`config.mk`:
```
export PLATFORM = sky130hd
export DESIGN_NAME = control_sequencer
export DESIGN_NICKNAME = d
export VERILOG_FILES = /design/src/rtl/control_sequencer.sv
export SDC_FILE = /design/constraint.sdc
export NUM_CORES = 1
export LEC_CHECK = 0
export CORE_MARGIN = 1
export CORE_UTILIZATION = 42
export CTS_CLUSTER_SIZE = 10
export DETAILED_ROUTE_END_ITERATION = 10
export HOLD_SLACK_MARGIN = 0.02
export PLACE_DENSITY_LB_ADDON = 0.25
export SYNTH_ARGS = -nofsm -noshare
export SYNTH_HDL_FRONTEND = slang
export SYNTH_SLANG_ARGS = --single-unit
```
`constraint.sdc`:
```
create_clock -name clk -period 3 [get_ports clk]
set_input_delay 0.3 -clock clk [delete_from_list [all_inputs] [get_ports clk]]
set_output_delay 0.3 -clock clk [all_outputs]
set_load 0.05 [all_outputs]
```
`src/rtl/control_sequencer.sv`:
```
// control_sequencer: multi-cycle FETCH/DECODE/EXEC/MEM control FSM with IR latch; optional SINGLE_STEP_EN adds step_req/stepped
module control_sequencer #(
    parameter int OPCODE_W  = 5,
    parameter int OPERAND_W = 8,
    parameter int REG_SEL_W = 3,
    parameter int ALU_OP_W  = 4
) (
    input  logic                 clk,
    input  logic                 rst,
    input  logic [OPCODE_W-1:0]  instr_opcode,
    input  logic [OPERAND_W-1:0] instr_operand,
    input  logic                 zeroF,
    input  logic                 carryF,
    input  logic                 mem_ready,
`ifdef SINGLE_STEP_EN
    input  logic                 step_req,
    output logic                 stepped,
`endif
    output logic [OPERAND_W-1:0] operand_q,
    output logic                 WREG_WE,
    output logic                 WREG_RE,
    output logic                 REG_WE,
    output logic [REG_SEL_W-1:0] REG_SEL,
    output logic                 RAM_RE,
    output logic                 RAM_WE,
    output logic                 RAM_ADDR_EN,
    output logic [ALU_OP_W-1:0]  ALU_OP,
    output logic                 ALU_EN,
    output logic                 PC_LOAD,
    output logic                 PC_EN,
    output logic                 ROM_TO_DATABUS,
    output logic                 IN_TO_DATABUS,
    output logic                 OUT_EN,
    output logic                 HALT,
    output logic                 ILLEGAL
);
    typedef enum logic [2:0] {
        S_FETCH, S_DECODE, S_EXEC, S_MEM, S_HALTED
`ifdef SINGLE_STEP_EN
        , S_STEP_WAIT
`endif
    } state_t;

    state_t               r_state;
    logic [OPCODE_W-1:0]  r_opcode;
    logic [OPERAND_W-1:0] r_operand;
    logic                 r_illegal;

    logic [4:0] w_op;
    logic w_ok, w_ex, w_mem, w_take, w_legal, w_done;
    logic w_nop, w_ldi, w_mov, w_movw, w_alu, w_jmp, w_jz, w_jc, w_hlt, w_in, w_out, w_loada, w_store;
    state_t w_ret;

    assign w_op    = r_opcode[4:0];
    assign w_ok    = (r_opcode >> 5) == '0;
    assign w_ex    = r_state == S_EXEC;
    assign w_mem   = r_state == S_MEM;
    assign w_nop   = w_ok && w_op == 5'b00000;
    assign w_ldi   = w_ok && w_op == 5'b00001;
    assign w_loada = w_ok && w_op == 5'b00010;
    assign w_store = w_ok && w_op == 5'b00011;
    assign w_mov   = w_ok && w_op == 5'b00100;
    assign w_movw  = w_ok && w_op == 5'b00101;
    assign w_alu   = w_ok && w_op[4:3] == 2'b01;
    assign w_jmp   = w_ok && w_op == 5'b10000;
    assign w_jz    = w_ok && w_op == 5'b10001;
    assign w_jc    = w_ok && w_op == 5'b10010;
    assign w_hlt   = w_ok && w_op == 5'b10011;
    assign w_in    = w_ok && w_op == 5'b10100;
    assign w_out   = w_ok && w_op == 5'b10101;
    assign w_legal = w_nop | w_ldi | w_loada | w_store | w_mov | w_movw | w_alu |
                     w_jmp | w_jz | w_jc | w_hlt | w_in | w_out;
    assign w_take  = w_jmp || (w_jz && zeroF) || (w_jc && carryF);
    assign w_done  = (w_ex && !w_hlt && !w_loada && !w_store) || (w_mem && mem_ready);
`ifdef SINGLE_STEP_EN
    assign w_ret   = S_STEP_WAIT;
`else
    assign w_ret   = S_FETCH;
`endif

    assign operand_q      = r_operand;
    assign REG_SEL        = r_operand[REG_SEL_W-1:0];
    assign ILLEGAL        = r_illegal;
    assign HALT           = r_state == S_HALTED;
    assign WREG_WE        = (w_ex && (w_ldi || w_mov || w_alu || w_in)) || (w_mem && w_loada && mem_ready);
    assign WREG_RE        = (w_ex && (w_movw || w_out)) || (w_mem && w_store);
    assign REG_WE         = w_ex && w_movw;
    assign RAM_RE         = w_mem && w_loada;
    assign RAM_WE         = w_mem && w_store;
    assign RAM_ADDR_EN    = (w_ex && (w_loada || w_store)) || w_mem;
    assign ALU_EN         = w_ex && w_alu;
    assign ALU_OP         = (w_ex && w_alu) ? ALU_OP_W'(w_op[2:0]) : '0;
    assign PC_LOAD        = w_ex && w_take;
    assign PC_EN          = w_done && !(w_ex && w_take);
    assign ROM_TO_DATABUS = w_ex && (w_ldi || w_take);
    assign IN_TO_DATABUS  = w_ex && w_in;
    assign OUT_EN         = w_ex && w_out;

    // state sequencing, IR latch in FETCH, sticky illegal flag
    always_ff @(posedge clk) begin
        if (rst) begin
            r_state   <= S_FETCH;
            r_opcode  <= '0;
            r_operand <= '0;
            r_illegal <= 1'b0;
        end else begin
            case (r_state)
                S_FETCH: begin
                    r_opcode  <= instr_opcode;
                    r_operand <= instr_operand;
                    r_state   <= S_DECODE;
                end
                S_DECODE: r_state <= S_EXEC;
                S_EXEC:   r_state <= w_hlt ? S_HALTED : (w_loada || w_store) ? S_MEM : w_ret;
                S_MEM:    r_state <= mem_ready ? w_ret : S_MEM;
                S_HALTED: r_state <= S_HALTED;
`ifdef SINGLE_STEP_EN
                S_STEP_WAIT: r_state <= step_req ? S_FETCH : S_STEP_WAIT;
`endif
                default:  r_state <= S_FETCH;
            endcase
            r_illegal <= r_illegal || (w_ex && !w_legal);
        end
    end

`ifdef SINGLE_STEP_EN
    logic r_stepped;
    assign stepped = r_stepped;
    // one-cycle pulse as each instruction completes
    always_ff @(posedge clk) begin
        if (rst) r_stepped <= 1'b0;
        else     r_stepped <= w_done;
    end
`endif
endmodule

```
==> impl_metrics.tcl <==
set metrics [dict create \
    synth_seq_cells 17 \
    syn_inst 124 \
    fp-row-count 16 \
    worst_setup_path_start_kind "register" \
    wl_per_cell_microns 12.4 \
    leakage_uw 0.000568 \
    grt-ovfl-total 0 \
    fmaxAchievable_ghz 0.356 \
    cp-startpoint "r_state[1]" \
    crit-reg2reg-launch "r_state[1]" \
    skew_ns 0.00500 \
    dpl.hpwl_microns 1720 \
    die_x_microns 49.0 \
    drcViolationCount 0 \
    grt_pass1_wl_microns 4120 \
    grt_use_total 0.215 \
    synth_top_area_frac 0.366 \
    cts_buffer_depth 2 \
    drv_slew 0 \
    die_h_microns 49.0 \
    switchingPower_uw 233 \
    core_sq_mm 0.00202 \
    rsz0062_at_grt "false" \
    vias 995 \
    die-area_sq_mm 0.00241 \
    irDropWorstVdd_mv 0.293 \
    p_int_uw 383 \
    outcome "finished clean" \
    setup_violations 0 \
    setup_tns_ns 0 \
    critPathSlowestCell "clkdlybuf4s50_1" \
    drv_cap 0 \
    min_path_type "register to register" \
    crit_family "simple AND/OR/NAND/NOR gates" \
    synth-seq-area-share 0.366 \
    yosysTopAreaCell "dfxtp_1" \
    hold_buffers 0 \
    p_per_area_mw_per_mm2 442 \
    avgViaCountPerCell 5.29 \
    synth.area.top_cells "dfxtp_1 (37%), nand2_1 (12%), a21oi_1 (8.6%)" \
    initial_utilization 0.460 \
    syn_nets 142 \
    grt_max_degree 19 \
    clkTransAtPathRegs_ns 0.10 \
    grt_pass1_vias 931 \
    place_congestion 0.909 \
    yosysWarnings 0 \
    synth_cell_type_count 36 \
    area_growth_pct 49.8 \
    post-route-period-util 0.936 \
    critPathKind "register to primary output" \
    final_core_util 0.689 \
    path_cells "or3b_4 > nor3b_1 > and2_1 > clkdlybuf4s50_1" \
    swShare 0.378 \
    htreeDepth 1 \
    cts_tree "built" \
    required_ns 2.70 \
    cpPeakStageDelay_ns 0.79 \
    async_reset_ff_frac 0 \
    cp.arrival_ns 2.51 \
    drtIter0Drc 14 \
    io_buffers 45 \
    syn_area_sq_um 930 \
    drt_pass1_iterations 4 \
    ioPinCount 47 \
    drive_above_1_share 0.0807 \
    finalNetCount 180 \
    combinationalPowerShare 0.354 \
    finalHoldViolations 0 \
    endpoint_kind "primary output" \
    drt_wl_total_microns 2330 \
    crit_fanout 8 \
    root_buffer "clkbuf_4" \
    holdCritStartpoint "operand_q[7]" \
    synth.avg_cell_area_sq_um 7.50 \
    seqPwrFrac 0.447 \
    crit_buf_inv 1 \
    slew_headroom 0.574 \
    synth_ff_type "dfxtp_1" \
    cts_num_sinks 17 \
    antenna_cells 0 \
    ant_nets 0 \
    antenna_found_initial 0 \
    worst_slew_pin_slew_ns 0.637 \
    clock_power_share 0.199 \
    ys_top_cells_by_count "nand2_1 (29), dfxtp_1 (17), a21oi_1 (16), clkbuf_1 (7)" \
    post-route-min-period_ns 2.81 \
    cts_buffers 3 \
    synth_edf_count 0 \
    synth.most_common_cell "nand2_1" \
    insertion_delay_ns 0.29 \
]
state kept, by name (all words and copies together) (netlist names):
name,cells
r_opcode,5
operand_q,8
ILLEGAL,1
r_state,3
logic make-up after synthesis:
| group | count (synthesis) | share of synthesized area |
|---|---|---|
| compound gates | 27 | 0.182 |
| buf+inv | 18 | 0.0902 |
| flops | 17 | 0.366 |
| other cells | 1 | 0.00403 |
| simple gates | 61 | 0.358 |
worst register-to-register path, stage by stage, from the launching register on:
cell,delay (ns)
dfxtp_1,0.43
or3b_4,0.43
or3_1,0.38
o22ai_1,0.18
timing repair:
item | CTS | global route
resized for setup | 0 | 4
setup buffers | 0 | 0
setup endpoints to repair | 0 | 4
final timing paths:
check            endpoint  slack [ns]  cells past startpoint
min reg2reg  operand_q[7]        0.46                      2
max             ALU_OP[2]        0.19                      4
min          operand_q[7]        0.46                      2
max reg2reg    r_state[2]        1.49                      3
layout make-up:
type	count	area, sq um
clock buffer	4	26.3
fill	180	629
inverter	5	18.8
multi-input combinational	89	505
sequential	17	340
tap	27	33.8
timing repair buffer	46	468
power by group through the flow:
stage / registers [uW] / clock network [uW] / logic [uW]
2_1_floorplan: 298 / 0 / 128
3_3_place_gp: 278 / 0 / 214
3_5_place_dp: 280 / 0 / 219
4_1_cts: 275 / 124 / 219
5_1_grt: 280 / 136 / 236
6_report: 275 / 123 / 218
routing by layer:
metal	wire length (microns)	up-vias	global-route usage	part of all wire
met5	0	-	0	0
met4	10	0	0.0490	0.0043
met3	96	2	0.0467	0.041
met2	1210	34	0.389	0.52
met1	1010	468	0.257	0.43
li1	-	491	-	-
placed cells by master, fill, tap and decap left out, drive strengths merged, types with 2 or more instances in the layout:
master and count:
clkdlybuf4s50 41, nand2 29, dfxtp 17, a21oi 17, nor2 5, inv 5
nor3 5, dlymetal6s2s 4, clkbuf 4, and2 3, or3 3, nor4b 3
nor2b 2, nand3 2, nand2b 2, o21ba 2, or4b 2
metrics by stage:
| step | std cells | area (sq um) | hold WS [ns] | worst slack [ns] | power, uW |
|---|---|---|---|---|---|
| 2_1_floorplan | 124 | 930 | 0.436 | 0.0644 | 426 |
| 5_1_grt | 188 | 1390 | 0.500 | 0.0278 | 652 |
| 3_5_place_dp | 184 | 1360 | 0.447 | 0.369 | 499 |
| 4_1_cts | 188 | 1380 | 0.461 | 0.0413 | 618 |
| 3_3_place_gp | 184 | 1360 | 0.442 | 0.408 | 492 |
| 6_report | 188 | 1390 | 0.458 | 0.192 | 615 |
No activity file was read; power rests on OpenSTA's default activity.
